===== src/rtl/ddr_pkg.sv =====
// Shared definitions for the DDR controller command path: command encodings,
// init-sequencer states and wait-counter helpers.
package ddr_pkg;

  localparam int CNT_W = 16;

  // {RAS, CAS, WE}, all active-low on the pins
  typedef logic [2:0] cmd_t;
  localparam cmd_t CMD_NOP  = 3'b111;
  localparam cmd_t CMD_PRE  = 3'b010;
  localparam cmd_t CMD_AREF = 3'b001;
  localparam cmd_t CMD_MRS  = 3'b000;

  localparam logic [1:0] BA_MRS  = 2'b00;
  localparam logic [1:0] BA_EMRS = 2'b01;

  localparam int ADDR_A10 = 10;
  localparam int ADDR_A8  = 8;

  typedef enum logic [4:0] {
    ST_PWRUP,
    ST_CKE_ON,
    ST_PRE1,
    ST_PRE1_W,
    ST_EMRS,
    ST_EMRS_W,
    ST_MRS_DLL,
    ST_MRS_DLL_W,
    ST_PRE2,
    ST_PRE2_W,
    ST_AREF1,
    ST_AREF1_W,
    ST_AREF2,
    ST_AREF2_W,
    ST_MRS,
    ST_MRS_W,
    ST_DLL_WAIT,
    ST_DONE
  } init_state_e;

  // Counter preload for a wait lasting `cycles` cycles (advance when it reads 0).
  function automatic logic [CNT_W-1:0] cnt_load(input int unsigned cycles);
    return CNT_W'(cycles - 1);
  endfunction

endpackage


===== src/rtl/ddr_init_seq_if.sv =====
// SDRAM command-pin bundle driven by the init sequencer and consumed downstream.
interface ddr_init_seq_if;
  logic        cke;
  logic        ras;
  logic        cas;
  logic        we;
  logic [1:0]  ba;
  logic [12:0] addr;
  logic        init_done;

  modport master (output cke, ras, cas, we, ba, addr, init_done);
  modport slave  (input  cke, ras, cas, we, ba, addr, init_done);
endinterface


===== src/rtl/ddr_wait_cnt.sv =====
// Loadable down-counter with a zero flag; saturates at zero until reloaded.
module ddr_wait_cnt
  import ddr_pkg::*;
#(
  parameter logic [CNT_W-1:0] RST_VAL = '0
) (
  input  logic             clk_i,
  input  logic             rst_i,
  input  logic             load_i,
  input  logic [CNT_W-1:0] load_val_i,
  output logic             zero_o
);

  logic [CNT_W-1:0] cnt_q, cnt_d;

  always_comb begin
    cnt_d = cnt_q;
    if (load_i) begin
      cnt_d = load_val_i;
    end else if (cnt_q != '0) begin
      cnt_d = cnt_q - CNT_W'(1);
    end
  end

  // NOTE: state registers use non-blocking assignments so every flop samples
  // pre-edge values regardless of process evaluation order.
  always_ff @(posedge clk_i) begin
    if (rst_i) begin
      cnt_q <= RST_VAL;
    end else begin
      cnt_q <= cnt_d;
    end
  end

  assign zero_o = (cnt_q == '0);

endmodule


===== src/rtl/ddr_init_seq.sv =====
// DDR SDRAM power-up initialization sequencer. Define DDR_INIT_DLL_RESET_EN to
// add the EMRS / DLL-reset MRS / second precharge / DLL-lock wait steps.
module ddr_init_seq
  import ddr_pkg::*;
#(
  parameter int          T_POWERUP  = 20000,
  parameter int          T_RP       = 2,
  parameter int          T_RFC      = 8,
  parameter int          T_MRD      = 2,
  parameter int          T_DLL      = 200,
  parameter logic [12:0] MODE_WORD  = 13'b0000000100001,
  parameter logic [12:0] EMODE_WORD = 13'b0
) (
  input  logic           clk_i,
  input  logic           rst_i,
  ddr_init_seq_if.master cmd_o
);

  // A8 is the DLL-reset bit and is owned by the sequencer; A0=1 would disable the DLL.
  if (T_POWERUP < 1 || T_POWERUP > 65535 || T_RP < 2 || T_RFC < 2 || T_MRD < 2 ||
      T_DLL < 1 || MODE_WORD[ADDR_A8] || EMODE_WORD[0]) begin : g_param_check
    $error("ddr_init_seq: illegal timing or mode-word parameter");
  end

  // Command states last one cycle, so each following wait runs for T-1 cycles.
  localparam logic [CNT_W-1:0] PWRUP_LOAD = cnt_load(T_POWERUP);
  localparam logic [CNT_W-1:0] RP_LOAD    = cnt_load(T_RP - 1);
  localparam logic [CNT_W-1:0] RFC_LOAD   = cnt_load(T_RFC - 1);
  localparam logic [CNT_W-1:0] MRD_LOAD   = cnt_load(T_MRD - 1);
`ifdef DDR_INIT_DLL_RESET_EN
  localparam logic [CNT_W-1:0] DLL_LOAD   = cnt_load(T_DLL);
`endif

  init_state_e      state_q, state_d;
  logic             cnt_load_en;
  logic [CNT_W-1:0] cnt_load_val;
  logic             cnt_zero;

  logic             cke_q, cke_d;
  cmd_t             cmd_q, cmd_d;
  logic [1:0]       ba_q, ba_d;
  logic [12:0]      addr_q, addr_d;
  logic             done_q, done_d;

  ddr_wait_cnt #(
    .RST_VAL(PWRUP_LOAD)
  ) u_wait_cnt (
    .clk_i      (clk_i),
    .rst_i      (rst_i),
    .load_i     (cnt_load_en),
    .load_val_i (cnt_load_val),
    .zero_o     (cnt_zero)
  );

  // NOTE: every combinational output gets a default before the case so no
  // path leaves it unassigned, which would infer a latch.
  always_comb begin
    state_d      = state_q;
    cnt_load_en  = 1'b0;
    cnt_load_val = '0;
    case (state_q)
      ST_PWRUP:   if (cnt_zero) state_d = ST_CKE_ON;
      ST_CKE_ON:  state_d = ST_PRE1;
      ST_PRE1: begin
        state_d      = ST_PRE1_W;
        cnt_load_en  = 1'b1;
        cnt_load_val = RP_LOAD;
      end
      ST_PRE1_W: begin
        if (cnt_zero) begin
`ifdef DDR_INIT_DLL_RESET_EN
          state_d = ST_EMRS;
`else
          state_d = ST_AREF1;
`endif
        end
      end
`ifdef DDR_INIT_DLL_RESET_EN
      ST_EMRS: begin
        state_d      = ST_EMRS_W;
        cnt_load_en  = 1'b1;
        cnt_load_val = MRD_LOAD;
      end
      ST_EMRS_W:  if (cnt_zero) state_d = ST_MRS_DLL;
      ST_MRS_DLL: begin
        state_d      = ST_MRS_DLL_W;
        cnt_load_en  = 1'b1;
        cnt_load_val = MRD_LOAD;
      end
      ST_MRS_DLL_W: if (cnt_zero) state_d = ST_PRE2;
      ST_PRE2: begin
        state_d      = ST_PRE2_W;
        cnt_load_en  = 1'b1;
        cnt_load_val = RP_LOAD;
      end
      ST_PRE2_W:  if (cnt_zero) state_d = ST_AREF1;
`endif
      ST_AREF1: begin
        state_d      = ST_AREF1_W;
        cnt_load_en  = 1'b1;
        cnt_load_val = RFC_LOAD;
      end
      ST_AREF1_W: if (cnt_zero) state_d = ST_AREF2;
      ST_AREF2: begin
        state_d      = ST_AREF2_W;
        cnt_load_en  = 1'b1;
        cnt_load_val = RFC_LOAD;
      end
      ST_AREF2_W: if (cnt_zero) state_d = ST_MRS;
      ST_MRS: begin
        state_d      = ST_MRS_W;
        cnt_load_en  = 1'b1;
        cnt_load_val = MRD_LOAD;
      end
      ST_MRS_W: begin
        if (cnt_zero) begin
`ifdef DDR_INIT_DLL_RESET_EN
          state_d      = ST_DLL_WAIT;
          cnt_load_en  = 1'b1;
          cnt_load_val = DLL_LOAD;
`else
          state_d      = ST_DONE;
`endif
        end
      end
`ifdef DDR_INIT_DLL_RESET_EN
      ST_DLL_WAIT: if (cnt_zero) state_d = ST_DONE;
`endif
      ST_DONE:    state_d = ST_DONE;
      default:    state_d = ST_PWRUP;
    endcase
  end

  // Pins are decoded from the next state so the registered outputs line up
  // with the state they describe.
  always_comb begin
    cke_d  = 1'b1;
    cmd_d  = CMD_NOP;
    ba_d   = '0;
    addr_d = '0;
    done_d = 1'b0;
    case (state_d)
      ST_PWRUP: cke_d = 1'b0;
      ST_PRE1, ST_PRE2: begin
        cmd_d            = CMD_PRE;
        addr_d[ADDR_A10] = 1'b1;
      end
      ST_AREF1, ST_AREF2: cmd_d = CMD_AREF;
      ST_MRS: begin
        cmd_d           = CMD_MRS;
        ba_d            = BA_MRS;
        addr_d          = MODE_WORD;
        addr_d[ADDR_A8] = 1'b0;
      end
`ifdef DDR_INIT_DLL_RESET_EN
      ST_EMRS: begin
        cmd_d  = CMD_MRS;
        ba_d   = BA_EMRS;
        addr_d = EMODE_WORD;
      end
      ST_MRS_DLL: begin
        cmd_d           = CMD_MRS;
        ba_d            = BA_MRS;
        addr_d          = MODE_WORD;
        addr_d[ADDR_A8] = 1'b1;
      end
`endif
      ST_DONE: done_d = 1'b1;
      default: ;
    endcase
  end

  always_ff @(posedge clk_i) begin
    if (rst_i) begin
      state_q <= ST_PWRUP;
      cke_q   <= 1'b0;
      cmd_q   <= CMD_NOP;
      ba_q    <= '0;
      addr_q  <= '0;
      done_q  <= 1'b0;
    end else begin
      state_q <= state_d;
      cke_q   <= cke_d;
      cmd_q   <= cmd_d;
      ba_q    <= ba_d;
      addr_q  <= addr_d;
      done_q  <= done_d;
    end
  end

  assign cmd_o.cke       = cke_q;
  assign cmd_o.ras       = cmd_q[2];
  assign cmd_o.cas       = cmd_q[1];
  assign cmd_o.we        = cmd_q[0];
  assign cmd_o.ba        = ba_q;
  assign cmd_o.addr      = addr_q;
  assign cmd_o.init_done = done_q;

endmodule

===== src/flat_wrapper.sv =====
// flat-port wrapper written by rule: the top's interface ports become plain ports
module ddr_init_seq_flat import ddr_pkg::*;
#(
  parameter int          T_POWERUP  = 20000,
  parameter int          T_RP       = 2,
  parameter int          T_RFC      = 8,
  parameter int          T_MRD      = 2,
  parameter int          T_DLL      = 200,
  parameter logic [12:0] MODE_WORD  = 13'b0000000100001,
  parameter logic [12:0] EMODE_WORD = 13'b0
)
  (clk_i, rst_i, cmd_o_cke, cmd_o_ras, cmd_o_cas, cmd_o_we, cmd_o_ba, cmd_o_addr, cmd_o_init_done);
  ddr_init_seq_if cmd_o_i ();
  input  logic clk_i;
  input  logic rst_i;
  output wire logic [$bits(cmd_o_i.cke)-1:0] cmd_o_cke;
  output wire logic [$bits(cmd_o_i.ras)-1:0] cmd_o_ras;
  output wire logic [$bits(cmd_o_i.cas)-1:0] cmd_o_cas;
  output wire logic [$bits(cmd_o_i.we)-1:0] cmd_o_we;
  output wire logic [$bits(cmd_o_i.ba)-1:0] cmd_o_ba;
  output wire logic [$bits(cmd_o_i.addr)-1:0] cmd_o_addr;
  output wire logic [$bits(cmd_o_i.init_done)-1:0] cmd_o_init_done;
  assign cmd_o_cke = cmd_o_i.cke;
  assign cmd_o_ras = cmd_o_i.ras;
  assign cmd_o_cas = cmd_o_i.cas;
  assign cmd_o_we = cmd_o_i.we;
  assign cmd_o_ba = cmd_o_i.ba;
  assign cmd_o_addr = cmd_o_i.addr;
  assign cmd_o_init_done = cmd_o_i.init_done;
  ddr_init_seq #(.T_POWERUP(T_POWERUP), .T_RP(T_RP), .T_RFC(T_RFC), .T_MRD(T_MRD), .T_DLL(T_DLL), .MODE_WORD(MODE_WORD), .EMODE_WORD(EMODE_WORD)) u_core (.clk_i(clk_i), .rst_i(rst_i), .cmd_o(cmd_o_i));
endmodule

===== config.mk =====
export PLATFORM = sky130hd
export DESIGN_NAME = ddr_init_seq_flat
export DESIGN_NICKNAME = d
export VERILOG_FILES = /design/src/rtl/ddr_pkg.sv /design/src/rtl/ddr_init_seq_if.sv /design/src/rtl/ddr_wait_cnt.sv /design/src/rtl/ddr_init_seq.sv /design/src/flat_wrapper.sv
export SDC_FILE = /design/constraint.sdc
export NUM_CORES = 1
export LEC_CHECK = 0
export CORE_UTILIZATION = 50
export CTS_CLUSTER_SIZE = 12
export DETAILED_ROUTE_END_ITERATION = 6
export PLACE_DENSITY = 0.76
export SLEW_MARGIN = 15
export SYNTH_ARGS = -nofsm -noshare
export SYNTH_HDL_FRONTEND = slang
export SYNTH_SLANG_ARGS = --single-unit

===== constraint.sdc =====
create_clock -name clk_i -period 4.67 [get_ports clk_i]
set_clock_uncertainty 0.15 [all_clocks]
set_input_delay 1.401 -clock clk_i [delete_from_list [all_inputs] [get_ports clk_i]]
set_output_delay 1.401 -clock clk_i [all_outputs]
set_load 0.05 [all_outputs]

==> key figures <==
Timing
  – Tightest Pin Transition: 0.5915 ns
  – Final worst slack: roughly 1.7 ns
  – RSZ-0062 raised after global routing: false
  – Slew margin rel.: between 60% and 70%
  – Slew Viols, Final: 0
  – Achievable Freq: approximately 330 MHz
  – Part of the cycle the worst path needs: ~65%
  – Setup TNS Final: 0 ns
  – Minimum clock period: ~3 ns
  – Hold Fails Final Rpt: 0
  – Final setup fails: 0

Setup path
  – CP max-delay cell: clkdlybuf4s50_1
  – Slowest stage delay, CP: about 0.8 ns
  – Worst Path Required: 3.12 ns
  – Worst path arrival time: ~1.5 ns
  – Worst-path maximum fanout: 2
  – Levels on crit path: 1
  – CP Capture Type: output pin
  – Reg-to-Reg Start: u_core.u_wait_cnt.cnt_q[0]$_SDFFE_PP1P_
  – CP bufs+invs: 1
  – Worst R2R Path Depth: 6
  – Crit-path leading delay family: buffers and inverters
  – Critical Path, Cell by Cell: clkdlybuf4s50_1
  – R2R Setup Slk: 2.44 ns
  – Startpoint type of the worst setup path: flip-flop
  – Critical path type: reg -> out
  – FF-to-FF End: u_core.u_wait_cnt.cnt_q[1]$_SDFFE_PP1P_

GRT
  – GRT Total Usage: about a fifth
  – Largest net degree at the start of global routing: 23
  – Number of global-route vias before repair: about 1300
  – Grt ovf: 0
  – First-pass GRT wire length: 5.809 mm
  – Antenna violations before repair: 0

Clocking
  – CTS Buffer Depth: 2
  – Resized Gates After CTS: 0
  – Clk pin slew, worst setup/hold paths: between 0.1 and 0.15 ns
  – Num CTS Buffers: 3
  – Post-CTS setup buffers: 0
  – H-tree depth: 1
  – CTS Hold Bufs: 0
  – Clock sink total: 28
  – CTS tree: built
  – Clock latency on the worst-skew pair: between 0.3 and 0.4 ns
  – Clock Root Buffer: clkbuf_4

Place
  – RePlAce Congestion: 0.8773
  – Placed cells: about 240
  – IO buf count: 9
  – Pre-CTS WS: 1.373 ns
  – Placed cell areas: about 1700 sq um
  – DP HPWL: around 2.4 mm

Die
  – Die H: 59.56 microns
  – Row cnt: 20
  – Die Wd: between 50 and 60 microns
  – Io pins: 22
  – Initial Util: a little over half
  – Core outline area: 3103 sq um
  – DIE AREA: roughly 3500 sq um

Hold path
  – Hold wc startpoint: u_core.u_wait_cnt.cnt_q[9]$_SDFFE_PP1P_
  – Worst Hold Depth: 2
  – End of the worst hold path: u_core.u_wait_cnt.cnt_q[9]$_SDFFE_PP1P_
  – Hold crit path type: reg -> reg

Routing
  – Drt wl/cell: about 14 microns
  – Remaining antenna violation count: 0
  – Vias: roughly 1400
  – 1st-iter DRT viols: 94
  – Drt via density: between 6 and 7
  – Drt drc: 0
  – Pre-Repair DR Iteration Count: 4
  – Post-Route WL: ~3.4 mm

Yosys
  – Synth top area cells: dfxtp_1 34%, buf_4 6.3%, a21oi_1 5.4%
  – Ys async rst share: 0%
  – Seq cells post-synth: 28
  – Synth cell types: 52
  – Cell taking the most area after synthesis: dfxtp_1
  – Yosys top cell area share: 33.84%
  – EDFF count, synth: 0
  – Yosys warnings: 0
  – Syn Area/Cell: about 8.4 sq um
  – Post-synthesis cell area: 1657 sq um
  – Seq/Total Area, Yosys: 33.84%
  – Synth Flop Type: dfxtp_1
  – Post-Synthesis Cells: between 150 and 200

Layout
  – N_diodes: 0
  – Cell Count, Final, Fillers Out: between 200 and 250
  – Commonest non-fill, non-tap cell in the layout: dfxtp_1
  – Share of cells above drive strength 1: a little under 9%
  – Most frequent cells in the layout: 28 x dfxtp_1, 18 x a21oi_1, 12 x conb_1
  – Finished Cell Area: ~1700 sq um
  – Final nets: 199
  – Area grow syn2layout: 3.097%

Outcome
  – Outcome: complete, no violations

Power and ir drop
  – Worst VDD drop: approximately 130 uV
  – Standby leakage power: 0.5427 nW
  – Total power: 0.3765 mW
  – PD cells: between 200 and 250 nW/um^2

Job
  – Max_cap viols: 0
power by group:
part	switching (mW)	internal (mW)
sequential	0.00310	0.241
clock	0.0646	0.0302
combinational	0.0299	0.00723
total	0.0975	0.279
sequential cells by signal, indices dropped and copies added, names as in the netlist:
name                     flops
u_core.cmd_q                 3
u_core.cmd_o.addr            2
u_core.cmd_o.init_done       1
u_core.state_q               5
u_core.u_wait_cnt.cnt_q     16
u_core.cmd_o.cke             1
cell type report:
type / instances / area [sq um]
multi-input cells: 149 / 960.9
clock buffers: 3 / 22.52
fillers: 289 / 1395
flip-flops and latches: 28 / 560.5
well taps: 44 / 55.05
inverters: 5 / 18.77
repair buffers: 9 / 90.09
cell usage after synthesis, drive strengths merged, types with 2 or more instances:
cell type and n:
dfxtp 28, a21oi 18, buf 15, clkbuf 11, nor2 11, o21ai 9
nand2 7, nor3 7, or4 7, nor4 6, a31oi 5, inv 5
nand2b 5, nand4 5, o31ai 5, or3 5, nand3 4, or2 4
nor3b 3, o21bai 3, xnor2 3, a211oi 2, a21o 2, and2 2
mux2i 2, o31a 2
kinds of logic after synthesis:
group | Yosys count | share of synthesized area [%]
simple gates | 73 | 28.55
mux | 3 | 1.888
xor+xnor | 4 | 2.115
fa+ha+maj | 1 | 0.7552
other cells | 1 | 0.2264
compound gates | 56 | 21.98
flops | 28 | 33.84
buf+inv | 31 | 10.65
worst max path at each step:
stage	start	endpoint
after global routing	rst_i	u_core.cmd_q[2]$_SDFF_PP1_
after global placement	rst_i	u_core.cmd_q[2]$_SDFF_PP1_
final	u_core.cmd_o.addr[5]$_SDFF_PP0_	cmd_o_addr[0]
after CTS	u_core.cmd_o.addr[5]$_SDFF_PP0_	cmd_o_addr[0]
after detailed placement	rst_i	u_core.cmd_q[2]$_SDFF_PP1_
after floorplan	rst_i	u_core.cmd_q[2]$_SDFF_PP1_
per-layer routing:
| metal | part of all wire (%) | wire [microns] | global-route usage (%) |
|---|---|---|---|
| met5 | 0 | 0 | 0 |
| met4 | 0.38 | 13 | 5.648 |
| met3 | 5.7 | 195 | 3.930 |
| met2 | 48 | 1628 | 34.19 |
| met1 | 46 | 1567 | 28.88 |
per-stage QoR:
step	util, %	hold WS, ns
final	55.04	0.3963
after global routing	55.04	0.4201
after CTS	55.04	0.3933
after detailed placement	54.31	0.3706
after global placement	54.31	0.3553
after floorplan	-	0.3339
Note: power is estimated with default switching activity, not from simulation.
